$ cat src/rtl/hazard_pkg.sv
// hazard_pkg: shared types and constants for the pipeline hazard controller.
//   state_e  - FSM state encoding (RUN=0, LOAD=1, BRANCH=2, WAIT=3)
//   REG_ZERO - hard-wired zero register index, never a hazard source
//   CNT_W    - stretch counter width
//   MAX_CYCLES - largest legal stall/flush length
package hazard_pkg;
    typedef enum logic [1:0] {
        ST_RUN    = 2'd0,
        ST_LOAD   = 2'd1,
        ST_BRANCH = 2'd2,
        ST_WAIT   = 2'd3
    } state_e;
    localparam int REG_ZERO   = 0;
    localparam int MAX_CYCLES = 8;
    localparam int CNT_W      = $clog2(MAX_CYCLES);
endpackage

$ cat src/rtl/hazard_load_use_detect.sv
// hazard_load_use_detect: combinational load-use hazard comparator.
//   in : ex_mem_read, ex_rd, id_rs, id_rt, id_uses_rt
//   out: lu - ID instruction needs the result of the load currently in EX
module hazard_load_use_detect
    import hazard_pkg::*;
#(
    parameter int REG_W = 5
) (
    input  logic             ex_mem_read,
    input  logic [REG_W-1:0] ex_rd,
    input  logic [REG_W-1:0] id_rs,
    input  logic [REG_W-1:0] id_rt,
    input  logic             id_uses_rt,
    output logic             lu
);
    assign lu = ex_mem_read && ex_rd != REG_W'(REG_ZERO) &&
                (ex_rd == id_rs || (id_uses_rt && ex_rd == id_rt));
endmodule

$ cat src/rtl/hazard_stall_ctrl.sv
// hazard_stall_ctrl: pipeline hazard controller feeding the 3-input ID/EX flush OR gate.
//   in : clk, rst (sync, active-high), id_rs, id_rt, id_uses_rt, ex_rd,
//        ex_mem_read, ex_branch_taken, mem_busy
//   out: pc_write, ifid_write, bubble_load, flush_branch, bubble_wait, state_o
//   HAZARD_PERF_CNT_EN adds saturating 32-bit request counters
//        perf_load_cnt, perf_branch_cnt, perf_wait_cnt.
module hazard_stall_ctrl
    import hazard_pkg::*;
#(
    parameter int REG_W               = 5,
    parameter int LOAD_STALL_CYCLES   = 1,
    parameter int BRANCH_FLUSH_CYCLES = 1
) (
    input  logic             clk,
    input  logic             rst,
    input  logic [REG_W-1:0] id_rs,
    input  logic [REG_W-1:0] id_rt,
    input  logic             id_uses_rt,
    input  logic [REG_W-1:0] ex_rd,
    input  logic             ex_mem_read,
    input  logic             ex_branch_taken,
    input  logic             mem_busy,
    output logic             pc_write,
    output logic             ifid_write,
    output logic             bubble_load,
    output logic             flush_branch,
    output logic             bubble_wait,
    output logic [1:0]       state_o
`ifdef HAZARD_PERF_CNT_EN
    ,
    output logic [31:0]      perf_load_cnt,
    output logic [31:0]      perf_branch_cnt,
    output logic [31:0]      perf_wait_cnt
`endif
);
    localparam logic [CNT_W-1:0] LOAD_RELOAD =
        CNT_W'(LOAD_STALL_CYCLES > 1 ? LOAD_STALL_CYCLES - 2 : 0);
    localparam logic [CNT_W-1:0] BRANCH_RELOAD =
        CNT_W'(BRANCH_FLUSH_CYCLES > 1 ? BRANCH_FLUSH_CYCLES - 2 : 0);
    state_e           state_q, state_d;
    logic [CNT_W-1:0] cnt_q, cnt_d;
    logic             lu;
    hazard_load_use_detect #(.REG_W(REG_W)) u_lu (
        .ex_mem_read(ex_mem_read),
        .ex_rd      (ex_rd),
        .id_rs      (id_rs),
        .id_rt      (id_rt),
        .id_uses_rt (id_uses_rt),
        .lu         (lu)
    );
    // mem_busy wins in every state and always lands in WAIT; WAIT with
    // mem_busy low falls through to the RUN decision in the same cycle.
    always_comb begin
        state_d      = state_q;
        cnt_d        = cnt_q;
        pc_write     = 1'b1;
        ifid_write   = 1'b1;
        bubble_load  = 1'b0;
        flush_branch = 1'b0;
        bubble_wait  = 1'b0;
        if (mem_busy) begin
            {pc_write, ifid_write, bubble_wait} = 3'b001;
            state_d = ST_WAIT;
        end else if (state_q == ST_LOAD) begin
            // EX holds a bubble here, so a taken branch cannot be real
            {pc_write, ifid_write, bubble_load} = 3'b001;
            state_d = cnt_q == '0 ? ST_RUN : ST_LOAD;
            cnt_d   = cnt_q == '0 ? cnt_q : cnt_q - 1'b1;
        end else if (state_q == ST_BRANCH && !ex_branch_taken) begin
            flush_branch = 1'b1;
            state_d = cnt_q == '0 ? ST_RUN : ST_BRANCH;
            cnt_d   = cnt_q == '0 ? cnt_q : cnt_q - 1'b1;
        end else if (ex_branch_taken) begin
            flush_branch = 1'b1;
            state_d = BRANCH_FLUSH_CYCLES > 1 ? ST_BRANCH : ST_RUN;
            cnt_d   = BRANCH_FLUSH_CYCLES > 1 ? BRANCH_RELOAD : cnt_q;
        end else if (lu) begin
            {pc_write, ifid_write, bubble_load} = 3'b001;
            state_d = LOAD_STALL_CYCLES > 1 ? ST_LOAD : ST_RUN;
            cnt_d   = LOAD_STALL_CYCLES > 1 ? LOAD_RELOAD : cnt_q;
        end else begin
            state_d = ST_RUN;
        end
        if (rst) begin
            {pc_write, ifid_write, bubble_load, flush_branch, bubble_wait} = 5'b0;
        end
    end
    always_ff @(posedge clk) begin
        if (rst) begin
            state_q <= ST_RUN;
            cnt_q   <= '0;
        end else begin
            state_q <= state_d;
            cnt_q   <= cnt_d;
        end
    end
    assign state_o = rst ? 2'd0 : state_q;
`ifdef HAZARD_PERF_CNT_EN
    logic [31:0] perf_load_cnt_q, perf_load_cnt_d;
    logic [31:0] perf_branch_cnt_q, perf_branch_cnt_d;
    logic [31:0] perf_wait_cnt_q, perf_wait_cnt_d;
    always_comb begin
        perf_load_cnt_d   = perf_load_cnt_q + 32'(bubble_load && perf_load_cnt_q != '1);
        perf_branch_cnt_d = perf_branch_cnt_q + 32'(flush_branch && perf_branch_cnt_q != '1);
        perf_wait_cnt_d   = perf_wait_cnt_q + 32'(bubble_wait && perf_wait_cnt_q != '1);
    end
    always_ff @(posedge clk) begin
        if (rst) begin
            perf_load_cnt_q   <= '0;
            perf_branch_cnt_q <= '0;
            perf_wait_cnt_q   <= '0;
        end else begin
            perf_load_cnt_q   <= perf_load_cnt_d;
            perf_branch_cnt_q <= perf_branch_cnt_d;
            perf_wait_cnt_q   <= perf_wait_cnt_d;
        end
    end
    assign perf_load_cnt   = perf_load_cnt_q;
    assign perf_branch_cnt = perf_branch_cnt_q;
    assign perf_wait_cnt   = perf_wait_cnt_q;
`endif
    a_req_onehot: assert property (@(posedge clk) $onehot0({bubble_load, flush_branch, bubble_wait}));
    a_write_match: assert property (@(posedge clk) pc_write == ifid_write);
endmodule

$ cat config.mk
export PLATFORM = sky130hd
export DESIGN_NAME = hazard_stall_ctrl
export DESIGN_NICKNAME = d
export VERILOG_FILES = /design/src/rtl/hazard_pkg.sv /design/src/rtl/hazard_load_use_detect.sv /design/src/rtl/hazard_stall_ctrl.sv
export SDC_FILE = /design/constraint.sdc
export NUM_CORES = 1
export LEC_CHECK = 0
export BUFFER_PORTS_ARGS = -buffer_cell sky130_fd_sc_hd__buf_2
export CORE_AREA = 4 4 41 43
export DETAILED_ROUTE_END_ITERATION = 8
export DIE_AREA = 0 0 45 47
export MAX_ROUTING_LAYER = met4
export PLACE_DENSITY_LB_ADDON = 0.12
export SYNTH_ARGS = -nofsm -noshare
export SYNTH_HDL_FRONTEND = slang
export SYNTH_HIERARCHICAL = 1
export SYNTH_SLANG_ARGS = --single-unit
export TNS_END_PERCENT = 5
$ cat constraint.sdc
create_clock -name clk -period 4.6 [get_ports clk]
set_clock_uncertainty 0.05 [all_clocks]
set_input_delay 0.92 -clock clk [delete_from_list [all_inputs] [get_ports clk]]
set_output_delay 0.92 -clock clk [all_outputs]
set_load 0.02 [all_outputs]
==> flow_summary_export.csv <==
group,metric,value,unit
run_status,status,"completed",
floorplan,placementRows,13,
worst_setup_path,criticalPathCategory,"in -> out",
grt,use_met1,12.8,%
detailed_routing,avgViaCountPerCell,4.76,
placement,final_hpwl_dp,929,um
hold_path,min_path_cells,2,
yosys,synth_xor_area_share,17.5,%
power,leakagePower,0.000302,uW
yosys,adder_cell_area_share_of_the_yosys_netlist,9.02,%
worst_setup_path,crit_fanout,3,
detailed_routing,routed_wire_length_per_instance,11.0,um
worst_setup_path,critical_path.reg2reg.endpoint,"cnt_q[2]",
placement,placed_cells,98,
yosys,synth.largest_area_cell,"sky130_fd_sc_hd__dfxtp_1",
placement,numPortBuffers,27,
yosys,postSynthNetCount,81,
detailed_routing,post-route-drc-count,0,
detailed_routing,drt_iter0_drc,0,
power,powerDensity,202,nW/um2
floorplan,die_height,47,um
floorplan,start_util,38.4,%
clock_network,cts-buffers-inserted,3,
detailed_routing,drt-pass1-iter-count,1,
clock_network,clock_tree.buffer_depth,2,
worst_setup_path,critical_path.startpoint_type,"input pin",
yosys,synthesis.yosys.warnings,6,
yosys,synth-seq-area-share,20.1,%
timing,period_utilisation_layout,75.0,%
yosys,ys_top_cells_by_area,"sky130_fd_sc_hd__dfxtp_1, sky130_fd_sc_hd__xor2_1, sky130_fd_sc_hd__a2111oi_4, sky130_fd_sc_hd__xnor2_1, sky130_fd_sc_hd__ha_1",
clock_network,cts_resized,0,
finish,area_delta_synth_final,33.8,%
grt,via_count_of_the_first_global_routing_pass,471,
worst_setup_path,delay_of_the_slowest_cell_on_the_worst_path,0.36,ns
finish,final_net_count,111,
worst_setup_path,setup.reg_to_reg.worst_slack,2.92,ns
clock_network,cts-root-buf,"sky130_fd_sc_hd__clkbuf_4",
worst_setup_path,worstPathRequired,3.63,ns
grt,met3_usage,1.53,%
yosys,netlist_area,499,um2
grt,antenna_found_initial,0,
power,p_int,94.8,uW
clock_network,clock_tree_from_tritoncts,"done",
run,maxcap_viol_count,0,
floorplan,dieArea,2120,um2
clock_network,cts_hold_repair.buffers,0,
finish,postLayoutCoreUtil,51.3,%
clock_network,htree_levels,1,
power,power.switching,40.5,uW
detailed_routing,totalWireLength,1.13,mm
finish,final_cell_mix,"sky130_fd_sc_hd__buf_2, sky130_fd_sc_hd__xor2_1, sky130_fd_sc_hd__nor2_1",
grt,grt_pass1_wl,1.87,mm
timing,worst_pin_slew,0.484,ns
finish,stdcell_count,102,
worst_setup_path,r2r.worst_path.cells,3,
grt,grt_max_degree,13,
worst_setup_path,crit_path_frequent_cell,"sky130_fd_sc_hd__buf_2",
timing,final_max_slew_viol_count,0,
timing,fin_tns_setup,0,ns
finish,fillerInstances,134,
clock_network,clock-sinks,5,
floorplan,num_ports,28,
clock_network,cts_setup_buffers,0,
floorplan,fp.coreArea,1300,um2
finish,layout.cells.most_common,"sky130_fd_sc_hd__buf_2",
worst_setup_path,critical_path_cell_by_cell,"buf_2 > xor2_1 > nor4_2 > nand3_1 > a21oi_1 > nand2b_1 > maj3_1 > nor3b_1 > buf_2",
timing,final_critical_path_setup_slack,1.15,ns
yosys,synth_cell_types,29,
clock_network,clk_pin_slew_worst_paths,0.05,ns
yosys,synthMuxAreaShare,5.26,%
hold_path,hold_path_end,"cnt_q[1]",
timing,maxSlewHeadroom,67.7,%
grt,met2_global_route_usage,22.3,%
worst_setup_path,cp_data_arrival_time,2.48,ns
clock_network,clkLatencyLatePin,0.25,ns
timing,finalSetupViolations,0,
yosys,syn_inst,58,
worst_setup_path,endpoint_kind,"primary output",
timing,hold_viol,0,
worst_setup_path,worst_r2r_startpoint,"state_q[1]",
grt,grt.busiest_layer,"met2",
timing,layout_min_cycle_time,3.45,ns
hold_path,hold_start,"cnt_q[1]",
yosys,postSynthAreaPerCell,8.61,um2
yosys,yosys_register_bits,5,
timing,grt_setup_unrepaired,"no",
grt,overflow,0,
floorplan,floorplan.die.width,45,um
yosys,synth-compound-area-share,16.0,%
placement,gpl.final_weighted_congestion,0.715,
finish,drive_above_1_share,40.2,%
power,logic_pwr_share,26.8,%
detailed_routing,ant_nets,0,
yosys,synth_top_area_share,20.1,%
yosys,synth_top_family_by_area,"simple AND/OR/NAND/NOR gates",
power,fin_total_pwr,135,uW
timing,fmax,290,MHz
yosys,synth-simple-area-share,26.1,%
grt,grt.total_usage,12.6,%
finish,antenna_cells,0,
worst_setup_path,worst_path_max_delay_cell,"sky130_fd_sc_hd__maj3_1",
power,switching_share,29.9,%
placement,placement.setup.worst_slack,1.13,ns
detailed_routing,via_count,486,
power,sequentialPowerShare,33.6,%
power,clkPwrFrac,39.6,%
hold_path,holdCritPathClass,"reg -> reg",
power,ir_drop,0.133,mV
worst_setup_path,timing.critical_path.from,"ex_rd[3]",
==> kinds of logic (layout without fill, tap and decap cells) <==
logic type,Yosys count,count (layout)
AOI/OAI and AO/OA,8,8
xor gates and xnor gates,10,10
adders and majority gates,4,4
buffers and inverters,7,36
DFF,5,5
muxes,2,2
and+or+nand+nor,22,22
==> power by group through the flow <==
stage	combinational [uW]	sequential (uW)	clock, uW
after floorplan	20.8	46.1	0
after global placement	36.6	46.3	0
after detailed placement	36.7	46.3	0
after CTS	36.9	45.4	55.8
after global routing	40.1	45.5	56.7
final	36.3	45.4	53.6
==> critical path, delay by kind of cell <==
family / cells / cell delay [ns]
AOI/OAI and AO/OA: 1 / 0.15
xor gates and xnor gates: 1 / 0.16
adders and majority gates: 1 / 0.36
buffers and inverters: 2 / 0.28
and+or+nand+nor: 4 / 0.60
==> metrics by stage <==
stage	instance area, um2	hold slack, ns
2_1_floorplan	499	0.419
3_3_place_gp	642	0.440
3_5_place_dp	642	0.444
4_1_cts	668	0.454
5_1_grt	668	0.491
6_report	668	0.454
==> area by class of cell <==
type	count	area, um2	share of cell area, %
flip-flops and latches	5	100	15.0
clock buffers	4	26.3	3.93
inverters	5	18.8	2.81
repair buffers	27	135	20.2
well taps	15	18.8	2.81
multi-input cells	46	369	55.2
==> Yosys cell counts <==
cell / n
sky130_fd_sc_hd__nor4_2: 1
sky130_fd_sc_hd__or4_1: 1
sky130_fd_sc_hd__ha_1: 2
sky130_fd_sc_hd__or3b_4: 1
sky130_fd_sc_hd__buf_4: 1
sky130_fd_sc_hd__mux2_4: 1
sky130_fd_sc_hd__a211oi_1: 1
sky130_fd_sc_hd__nor3_1: 2
sky130_fd_sc_hd__maj3_1: 2
sky130_fd_sc_hd__a21oi_1: 1
sky130_fd_sc_hd__nor2b_1: 4
sky130_fd_sc_hd__a2111oi_0: 1
sky130_fd_sc_hd__mux2_1: 1
sky130_fd_sc_hd__inv_2: 1
sky130_fd_sc_hd__a2111oi_4: 1
sky130_fd_sc_hd__inv_1: 4
sky130_fd_sc_hd__nand2_1: 1
sky130_fd_sc_hd__nand3_1: 2
sky130_fd_sc_hd__xnor2_1: 3
sky130_fd_sc_hd__o21ba_1: 1
sky130_fd_sc_hd__a211o_1: 1
sky130_fd_sc_hd__dfxtp_1: 5
sky130_fd_sc_hd__o21bai_1: 1
sky130_fd_sc_hd__nor2_1: 6
sky130_fd_sc_hd__nor3b_1: 2
sky130_fd_sc_hd__o21ai_1: 1
sky130_fd_sc_hd__clkbuf_1: 1
sky130_fd_sc_hd__xor2_1: 7
sky130_fd_sc_hd__nand2b_1: 2
==> sequential cells by signal, indices dropped and copies added, names as in the netlist <==
register	cells
cnt_q	3
state_q	2
==> worst max path at each step <==
stage	slack, ns	end
6_report	1.15	pc_write
5_1_grt	1.01	bubble_load
4_1_cts	1.13	bubble_load
3_5_place_dp	1.13	bubble_load
3_3_place_gp	1.17	ifid_write
2_1_floorplan	0.96	pc_write
==> routing by layer <==
| layer | vias to the layer above | wire length [um] |
|---|---|---|
| li1 | 255 | - |
| met1 | 215 | 449 |
| met2 | 14 | 569 |
| met3 | 2 | 90 |
| met4 | 0 | 17 |
| met5 | - | 0 |
Note: power is estimated with default switching activity, not from simulation.
